## src/rtl/piso_serializer.sv

```systemverilog
`default_nettype none
// =============================================================================
// piso_serializer: valid/ready word in, MSB-first serial out with divided strobe.
// Optional: `define SER_PARITY_EN appends one even-parity bit per frame.
// Rev 1.0
// =============================================================================
module piso_serializer #(
  parameter int WIDTH = 4,
  parameter int DIV   = 1
) (
  input  logic             clk,
  input  logic             reset_n,
  input  logic             load_valid,
  input  logic [WIDTH-1:0] load_data,
  output logic             load_ready,
  output logic             ser_data,
  output logic             ser_shift_en,
  output logic             busy,
  output logic             frame_done
);

`ifdef SER_PARITY_EN
  localparam int NBITS = WIDTH + 1;
`else
  localparam int NBITS = WIDTH;
`endif
  localparam int BCW = $clog2(WIDTH + 1);
  localparam int DCW = (DIV > 1) ? $clog2(DIV) : 1;
  localparam logic [DCW-1:0] DIV_LAST = DCW'(DIV - 1);
  localparam logic [BCW-1:0] BIT_LAST = BCW'(NBITS - 1);

  typedef enum logic [0:0] {
    IDLE  = 1'b0,
    SHIFT = 1'b1
  } state_t;

  state_t           state;
  state_t           state_nxt;
  logic [WIDTH-1:0] sreg;
  logic [DCW-1:0]   div_cnt;
  logic [BCW-1:0]   bit_cnt;
  logic             accept;
  logic             last_strobe;

`ifdef SER_PARITY_EN
  localparam logic [BCW-1:0] PAR_SLOT = BCW'(WIDTH);
  logic parity;

  always_ff @(posedge clk or negedge reset_n) begin
    if (!reset_n) begin
      parity <= 1'b0;
    end else if (accept) begin
      parity <= ^load_data;
    end
  end
`endif

  always_ff @(posedge clk or negedge reset_n) begin
    if (!reset_n) begin
      state <= IDLE;
    end else begin
      state <= state_nxt;
    end
  end

  always_comb begin
    state_nxt    = state;
    load_ready   = 1'b0;
    busy         = 1'b0;
    ser_data     = 1'b0;
    ser_shift_en = 1'b0;
    accept       = 1'b0;
    last_strobe  = 1'b0;
    case (state)
      IDLE: begin
        load_ready = 1'b1;
        if (load_valid) begin
          accept    = 1'b1;
          state_nxt = SHIFT;
        end
      end
      SHIFT: begin
        busy         = 1'b1;
        ser_data     = sreg[WIDTH-1];
`ifdef SER_PARITY_EN
        if (bit_cnt == PAR_SLOT) begin
          ser_data = parity;
        end
`endif
        ser_shift_en = (div_cnt == DIV_LAST);
        if (ser_shift_en && (bit_cnt == BIT_LAST)) begin
          last_strobe = 1'b1;
          state_nxt   = IDLE;
        end
      end
      default: state_nxt = IDLE;
    endcase
  end

  // bit_cnt is cleared on the final strobe so it never wraps, even with parity.
  always_ff @(posedge clk or negedge reset_n) begin
    if (!reset_n) begin
      sreg       <= '0;
      div_cnt    <= '0;
      bit_cnt    <= '0;
      frame_done <= 1'b0;
    end else begin
      frame_done <= last_strobe;
      if (accept) begin
        sreg    <= load_data;
        div_cnt <= '0;
        bit_cnt <= '0;
      end else if (busy) begin
        if (ser_shift_en) begin
          sreg    <= {sreg[WIDTH-2:0], 1'b0};
          div_cnt <= '0;
          bit_cnt <= last_strobe ? '0 : bit_cnt + BCW'(1);
        end else begin
          div_cnt <= div_cnt + DCW'(1);
        end
      end
    end
  end

endmodule
`default_nettype wire

```

## config.mk

```make
export PLATFORM = sky130hd
export DESIGN_NAME = piso_serializer
export DESIGN_NICKNAME = d
export VERILOG_FILES = /design/src/rtl/piso_serializer.sv
export SDC_FILE = /design/constraint.sdc
export NUM_CORES = 1
export LEC_CHECK = 0
export CAP_MARGIN = 20
export CORE_MARGIN = 1.5
export CORE_UTILIZATION = 35
export CTS_BUF_LIST = sky130_fd_sc_hd__clkbuf_4 sky130_fd_sc_hd__clkbuf_8
export DETAILED_ROUTE_END_ITERATION = 8
export MAX_ROUTING_LAYER = met4
export SYNTH_ARGS = -nofsm -noshare
export SYNTH_HDL_FRONTEND = slang
export SYNTH_SLANG_ARGS = --single-unit
```

## constraint.sdc

```tcl
create_clock -name clk -period 3.31 [get_ports clk]
set_input_delay 0.4965 -clock clk [delete_from_list [all_inputs] [get_ports clk]]
set_output_delay 0.4965 -clock clk [all_outputs]
set_load 0.02 [all_outputs]
```

After elaboration in Yosys (flattened, before gate mapping) --
Cells that the tools add are included.
Word-level totals: flip-flop bits (word level) 10, input bits 7, output and inout bits 5
Operators by class: add/subtract/negate cells 2, eq/ne operators 1, mux-type cells 20, bitwise gates (word level) 2, reductions and logical operators 4
Operators with widths (number):
- two-way mux 1 bit | 12
- two-way mux 3 bit | 4
- two-way mux 4 bit | 3
- nonzero test 2 bit | 2
- adder 3 x 1 -> 3 bit (second input constant) | 1
- == test 3 x 2 -> 1 bit (second input constant) | 1
- inverter 1 bit | 2
- case mux 1 bit (2 select lines) | 1
- AND reduction 2 bit | 1
- adder 1 bit (second input constant) | 1
- logical AND 1 bit | 1

Logic depth before layout (Yosys ltp) --
Gate-level depths: netlist of the first run.
depth in word-level cells 8, depth in mapped cells 4, depth with buffers taken out 4

Least setup slack after synthesis of the first run --
OpenSTA, ideal clock, no wires.
path kind reg2out, start register state, end output ser_data, arrival time 0.949 ns, data required time 2.813 ns, path slack 1.864 ns, stages on the path, launching flop included 3, cells stage by stage dfrtp_1 > buf_2 > and2_1
On the way: cells in the longest elaborated chain, start to end 1
Ends and longest elaborated chain:
- start: declaration | RTL line 37 | state_t state;
- start signal: assignment | RTL line 62 | state <= state_nxt;
- two-way mux 1 bit | RTL line 74 | case (state)
- end: declaration | RTL line 16 | output logic ser_data,
No other way between the ends.

Final worst setup path of the first run --
start register state, end output ser_shift_en
On the way: cells in the longest elaborated chain, start to end 1
Ends and longest elaborated chain:
- two-way mux 1 bit | RTL line 74
- end: declaration | RTL line 17 | output logic ser_shift_en,
No other way between the ends.

==> flow_summary.ini, run 1 <==
[run_status]
status = finished clean

[routing]
drt_pass1_iterations = 3
wl_per_cell_um = 14.49
finalWirelength_mm = 1.029
via_per_inst = 5.268
ant_nets = 0
drt_iter0_drc = 4
vias = 374
drc = 0

[timing]
finClkSkew_ns = 0.002289
finalSetupViolCount = 0
setup_tns_ns = 0
finalCritPeriodShare = 0.6758
max_freq_mhz = 447.1
fin_crit_ns = 2.237
slew_viol_final = 0
hold_violations = 0
worstMarginPinSlew_ns = 0.4647
rsz0062_at_grt = false
relSlewSlack = 0.6892

[min_path]
hold_class = register to register
min_from = bit_cnt[1]

[final_layout]
finalNetCount = 67
drive_gt1_frac = 0.07143
fillCellCount = 125
synthToLayoutAreaGrowth_pct = 24.64
diodes = 0
postLayoutCellArea_um2 = 658.1

[grt]
grt_max_degree = 15
overflow = 0
antenna_found_initial = 0
grt_pass1_vias = 435
grtUsageTotal = 0.1379
grt_pass1_wl_mm = 1.745

[floorplanning]
dieArea_um2 = 1751
fp-row-count = 13
die-width_um = 41.84
start_util = 0.3911
core_area_um2 = 1350
ios = 12
die_h_um = 41.84

[clock_tree]
cts_setup_buffers = 0
postCtsHoldBufs = 0
cts_tree = built
cts.path.max_buffers = 2
clk_latency_ns = 0.25
clk_pin_slew_ns = 0.06
root_buffer = clkbuf_4
cts_sinks = 10
numCtsBuffers = 3
cts_resized = 0
cts_max_level = 1

[setup_path]
path_max_fanout = 14
path_class = register to primary output
worstSetupStartpoint = state
cp-start-kind = register
critPathArrivalTime_ns = 1.74
end_kind = primary output
critPathRequiredTime_ns = 2.81
crit-reg2reg-launch = bit_cnt[0]

[pwr]
sw_frac_of_total = 0.3556
pwr-share-seq = 0.425
p_int_mw = 0.3184
p_clk_frac = 0.157
powerDensity_nw_per_um2 = 750.7
irDropWorstVdd_uv = 298.7
netSwitchingPower_mw = 0.1757
leakage_nw = 0.3037
p_comb_frac = 0.417

[synth]
synth_area_um2 = 528.0
synth-compound-area-share = 0.07346
synthMuxAreaShare = 0.2085
ys_seq_elements = 10
yosysSeqAreaShare = 0.4739
synthAdderAreaFrac = 0.04739
synth-simple-area-share = 0.1422
yosysWarnings = 0
synth_top_family_by_area = multiplexers
netlist_instances = 45
synth_cell_types = 19
syn_nets = 54
synthXorXnorAreaFrac = 0
avgSynthCellArea_um2 = 11.73

[placement]
portBuffers = 11
place_area_um2 = 635.6
place.gp.congestion = 0.6592

[job]
maxCapViolations = 0
routing by layer:
metal  vias to the layer above  track usage  routed length, µm
met5                         -            -                  0
met4                         0      0.05806                  0
met3                         0      0.02609                 48
met2                        10       0.2594                536
met1                       180       0.1359                444
li1                        184            -                  -
worst paths after layout:
path / to / slack (ns) / cells after the start
min in group asynchronous: bit_cnt[2] / 0.56 / 1
setup reg to reg: bit_cnt[2] / 1.80 / 4
max in group asynchronous: sreg[0] / 2.43 / 1
hold / removal: bit_cnt[1] / 0.53 / 1
setup / recovery: ser_shift_en / 1.07 / 2
hold reg to reg: bit_cnt[1] / 0.53 / 1
kinds of logic after synthesis:
kind of cell / Yosys count
flops: 10
compound gates: 5
simple gates: 12
buf+inv: 5
fa+ha+maj: 2
mux: 11
worst max-delay path, cell delays in order (launching register included):
cell and delay (ns):
dfrtp_1 0.60, nor2b_1 0.25, clkdlybuf4s50_1 0.63
cell type report:
type	count	area [µm²]	share of cell area
Multi-Input combinational cell	30	249.0	0.3783
Tap cell	15	18.77	0.02852
Inverter	2	7.507	0.01141
Clock buffer	3	22.52	0.03422
Timing Repair Buffer	11	110.1	0.1673
Sequential cell	10	250.2	0.3802
Yosys cell counts:
library cell / count / area [µm²]
a21boi_1: 1 / 7.510
a21oi_1: 1 / 5.000
a22oi_2: 1 / 12.51
and2_1: 3 / 18.77
buf_2: 2 / 10.01
buf_6: 1 / 11.26
dfrtp_1: 10 / 250.2
ha_1: 2 / 25.02
inv_1: 2 / 7.510
mux2i_1: 11 / 110.1
nand2b_1: 1 / 6.260
nand3_1: 3 / 15.01
nor2_1: 1 / 3.750
nor2b_1: 1 / 6.260
o21ai_1: 1 / 5.000
o2bb2ai_1: 1 / 8.760
or3_1: 1 / 6.260
or3b_1: 1 / 8.760
or4b_1: 1 / 10.01
registers in the layout (all words and copies together), names as in the netlist:
register and cells:
frame_done 1, bit_cnt 3, state 1, div_cnt 1, sreg 4
power by group through the flow:
stage          Combinational [mW]  Clock (mW)  Sequential, mW
2_1_floorplan               0.137           0           0.203
3_3_place_gp                0.197           0           0.207
3_5_place_dp                0.212           0           0.212
4_1_cts                     0.212      0.0827           0.210
5_1_grt                     0.231      0.0881           0.218
6_report                    0.206      0.0778           0.210
stage by stage:
stage | worst slack [ns] | utilization | cells | hold WS [ns] | power (mW)
detailed placement | 1.352 | 0.4708 | 68 | 0.5257 | 0.4240
global route | 0.9220 | 0.4875 | 71 | 0.5724 | 0.5370
global placement | 1.391 | 0.4708 | 68 | 0.5023 | 0.4037
floorplan | 1.864 | - | 45 | 0.2009 | 0.3392
CTS | 1.052 | 0.4875 | 71 | 0.5387 | 0.5044
finish | 1.073 | 0.4875 | 71 | 0.5327 | 0.4941
cells in the final DEF (no fill, tap or decap), drive strengths merged, types with 2 or more instances in the layout:
cell type      count
nand3              3
clkdlybuf4s50     11
dfrtp             10
and2               3
mux2i             11
clkbuf             3
ha                 2
inv                2
Note: power is estimated with default switching activity, not from simulation.
==> run 2, diff against run 1 <==
==> constraint.sdc (replaced) <==
create_clock -name clk -period 1.99 [get_ports clk]
set_input_delay 0.2985 -clock clk [delete_from_list [all_inputs] [get_ports clk]]
set_output_delay 0.2985 -clock clk [all_outputs]
set_load 0.02 [all_outputs]
==> run 2 against run 1 <==
- non-clock buffer count grew 2
- setup slack lost 0.87 ns
- combinational power up 74%
- die area did not move
- largest cell class unchanged
- sequential cell count did not move
- critical endpoint is now load_ready
- via count up 1.6%
==> flow_summary.ini, run 2 (synthesized netlist as in run 1, its figures left out) <==
[run_status]
status = finished clean

[routing]
drt_pass1_iterations = 1
drt_iter0_drc = 0
via_per_inst = 5.135
wl_per_cell_um = 14.51
drc = 0
ant_nets = 0
vias = 380
finalWirelength_mm = 1.074

[setup_path]
path_delay_family = buffers and inverters
critPathMaxStageDelay_ns = 0.61
critPathRequiredTime_ns = 1.69
ff2ff_setup_slack_ns = 0.47
crit_slowest_cell = clkdlybuf4s50_1
cp_num_cells = 2
critPathArrivalTime_ns = 1.48
end_kind = primary output
cp-start-kind = register
r2r_cells = 4
cp_cell_sequence = inv_1 > clkdlybuf4s50_1
path_buf_inv = 2
path_max_fanout = 11
path_class = register to primary output

[timing]
fin_crit_ns = 1.783
relSlewSlack = 0.6967
worstMarginPinSlew_ns = 0.4535
max_freq_mhz = 560.8
setup_tns_ns = 0
finalCritPeriodShare = 0.8960
slew_viol_final = 0
finClkSkew_ns = 0.003881
finalSetupViolCount = 0
hold_violations = 0
rsz0062_at_grt = false

[clock_tree]
cts_max_level = 1
cts.path.max_buffers = 2
cts_setup_buffers = 0
postCtsHoldBufs = 0
clk_pin_slew_ns = 0.07
root_buffer = clkbuf_4
clk_latency_ns = 0.26
cts_tree = built
cts_sinks = 10
numCtsBuffers = 3

[final_layout]
drive_gt1_frac = 0.1356
mostFrequentLayoutCell = mux2i_1
final_cell_mix = mux2i_1 (11), clkdlybuf4s50_1 (10), dfrtp_1 (9)
stdcell_count = 74
synthToLayoutAreaGrowth_pct = 30.81
diodes = 0
top_register = sreg
finalNetCount = 69
largest_register_ffs = 4
top_regs = sreg x4, bit_cnt x3

[floorplanning]
die-width_um = 41.84
fp-row-count = 13
die_h_um = 41.84
core_area_um2 = 1350
start_util = 0.3911
dieArea_um2 = 1751
ios = 12

[placement]
dp_hpwl_um = 841.2
place.gp.congestion = 0.7153
place_inst = 70
portBuffers = 11

[job]
maxCapViolations = 0

[grt]
grt_pass1_vias = 420
grt_max_degree = 12
antenna_found_initial = 0
grt_pass1_wl_mm = 1.780
grtUsageTotal = 0.1439
overflow = 0

[min_path]
hold_class = primary input to async pin

[pwr]
leakage_nw = 0.3237
powerDensity_nw_per_um2 = 1280
irDropWorstVdd_uv = 547.5
-- run 2: changes by cell type in the layout (fill, tap and decap cells not counted), sizes merged --
cell	delta
buf	+2
clkbuf	+1
clkdlybuf4s50	-1
dlymetal6s2s	+1
-- run 2: power by group --
group | total, mW | switching [mW] | internal [mW]
Sequential | 0.344 | 0.0675 | 0.277
Clock | 0.182 | 0.0707 | 0.111
Combinational | 0.359 | 0.168 | 0.191
-- run 2: routing by layer --
metal,vias to the layer above,share of wire,global-route usage
met2,10,0.53,0.2469
li1,186,-,-
met1,184,0.42,0.1559
met4,0,0,0.03871
met5,-,0,-
met3,0,0.045,0.05217
-- run 2: area by class of cell --
class	instances	area [µm²]
fill	122	659.4
sequential	10	251.5
multi-input combinational	30	249.0
timing repair buffer	13	127.6
clock buffer	4	36.28
tap	15	18.77
inverter	2	7.507
-- run 2: final timing paths --
check,startpoint,to
worst max-delay path,state,load_ready
worst min register to register,bit_cnt[1],bit_cnt[1]
worst max register to register,bit_cnt[0],bit_cnt[2]
max in group asynchronous,reset_n,state
min in group clk,bit_cnt[1],bit_cnt[1]
worst min-delay path,reset_n,frame_done
-- run 2: repair_timing --
action                     4_1_cts  5_1_grt
resized for setup                1        1
setup endpoints to repair        1        1
hold endpoints to repair         0        0
-- run 2: stage by stage --
step	worst slack (ns)	utilization	instance area, µm²	hold WS (ns)	power [mW]
global placement	0.3515	0.4819	650.6	0.5011	0.6832
detailed placement	0.2840	0.4819	650.6	0.5209	0.7125
global route	0.1235	0.5116	690.7	0.3649	0.9581
CTS	0.07141	0.5097	688.2	0.3629	0.9009
finish	0.2069	0.5116	690.7	0.3492	0.8844
floorplan	0.5638	-	528.0	0.002909	0.5643
==> run 3, diff against run 2 <==
--- a/config.mk
+++ b/config.mk
@@ -7,10 +7,11 @@
 export LEC_CHECK = 0
 export CAP_MARGIN = 20
 export CORE_MARGIN = 1.5
-export CORE_UTILIZATION = 35
+export CORE_UTILIZATION = 39
 export CTS_BUF_LIST = sky130_fd_sc_hd__clkbuf_4 sky130_fd_sc_hd__clkbuf_8
 export DETAILED_ROUTE_END_ITERATION = 8
 export MAX_ROUTING_LAYER = met4
+export PLACE_DENSITY = 0.67
 export SYNTH_ARGS = -nofsm -noshare
 export SYNTH_HDL_FRONTEND = slang
 export SYNTH_SLANG_ARGS = --single-unit
==> run 3 against run 2 <==
- clock power hardly changed
- sequential power fell by 2%
- hold slack lost 0.0051 ns
- combinational power is 1% lower
- setup slack lost 0.081 ns
- non-clock buffer count is the same
- critical path type unchanged
- critical endpoint is now ser_shift_en
- largest cell class unchanged
- highest routed layer unchanged
==> flow_summary.ini, run 3 (synthesized netlist as in run 1, its figures left out) <==
[placement]
place_inst = 70
dp_hpwl_um = 691.9
place.gp.congestion = 0.6705
portBuffers = 11

[run_status]
status = finished clean

[clock_tree]
cts.path.max_buffers = 2
cts_tree = built
postCtsHoldBufs = 0
cts_sinks = 10
cts_setup_buffers = 0
root_buffer = clkbuf_4
numCtsBuffers = 3
clk_pin_slew_ns = 0.07
cts_max_level = 1
clk_latency_ns = 0.27
cts_resized = 0

[routing]
drt_pass1_iterations = 2
drt_iter0_drc = 4
wl_per_cell_um = 12.24
via_per_inst = 4.946
ant_nets = 0
vias = 366
finalWirelength_um = 906
drc = 0

[final_layout]
final_cell_mix = mux2i_1 (11), clkdlybuf4s50_1 (11), dfrtp_1 (9)
fillCellCount = 118
top_regs = sreg x4, bit_cnt x3
multi_input_area_um2 = 249.0
largest_register_ffs = 4
top_register = sreg
seq_area_um2 = 251.5
finalNetCount = 69
post-route-util = 0.5355
drive_gt1_frac = 0.1356
diodes = 0
stdcell_count = 74
synthToLayoutAreaGrowth_pct = 30.33

[floorplanning]
die_h_um = 39.80
fp-row-count = 13
start_util = 0.4109
ios = 12
dieArea_um2 = 1584
core_area_um2 = 1285
die-width_um = 39.80

[setup_path]
cp_cell_sequence = nor2b_1 > clkdlybuf4s50_1
crit_slowest_cell = clkdlybuf4s50_1
critPathRequiredTime_ns = 1.69
critPathArrivalTime_ns = 1.57
path_delay_family = buffers and inverters
path_max_fanout = 10
critPathMaxStageDelay_ns = 0.63
path_class = register to primary output
end_kind = primary output
path_buf_inv = 1
cp-start-kind = register

[timing]
finClkSkew_ns = 0.01026
slew_viol_final = 0
fin_hold_ws_ns = 0.3441
max_freq_mhz = 536.5
relSlewSlack = 0.6929
fin_crit_ns = 1.864
finalSetupViolCount = 0
rsz0062_at_grt = false
worstMarginPinSlew_ns = 0.4593
hold_violations = 0
setup_tns_ns = 0
finalCritPeriodShare = 0.9367

[pwr]
power_mw = 0.8739
irDropWorstVdd_uv = 559.7
powerDensity_nw_per_um2 = 1270
leakage_nw = 0.3202

[grt]
overflow = 0
grt_max_degree = 11
grt_pass1_wl_mm = 1.573
grt_pass1_vias = 357
grtUsageTotal = 0.1683
antenna_found_initial = 0

[job]
maxCapViolations = 0

[min_path]
hold_class = primary input to async pin
[run 3: layout make-up]
cell class / instances / share of cell area
Tap cell: 15 / 0.02727
Inverter: 2 / 0.01091
Multi-Input combinational cell: 30 / 0.3618
Timing Repair Buffer: 13 / 0.1818
Clock buffer: 4 / 0.05273
Sequential cell: 10 / 0.3655
[run 3: where the power goes]
part           total (mW)  switching (mW)  internal, mW
combinational       0.355           0.163         0.192
clock               0.181          0.0701         0.111
sequential          0.338          0.0610         0.277
[run 3: final timing paths]
path	startpoint	to	slack (ns)	depth (start not counted)
max in group asynchronous	reset_n	state	1.31	1
max	state	ser_shift_en	0.13	2
min	reset_n	frame_done	0.34	1
max reg2reg	bit_cnt[0]	bit_cnt[2]	0.47	4
min reg2reg	bit_cnt[1]	bit_cnt[1]	0.53	1
min in group clk	bit_cnt[1]	bit_cnt[1]	0.53	1
[run 3: stage by stage]
step           area (µm²)  setup slack, ns
3_5_place_dp        650.6           0.3406
5_1_grt             688.2          0.02648
6_report            688.2           0.1259
3_3_place_gp        650.6           0.3939
2_1_floorplan       528.0           0.5638
4_1_cts             686.9          0.04950
[run 3: metal layers]
layer / wire (µm) / global-route usage / part of all wire
met5: 0 / - / 0
met4: 0 / 0.05172 / 0
met3: 53 / 0.1023 / 0.058
met2: 413 / 0.2500 / 0.46
met1: 439 / 0.1862 / 0.48
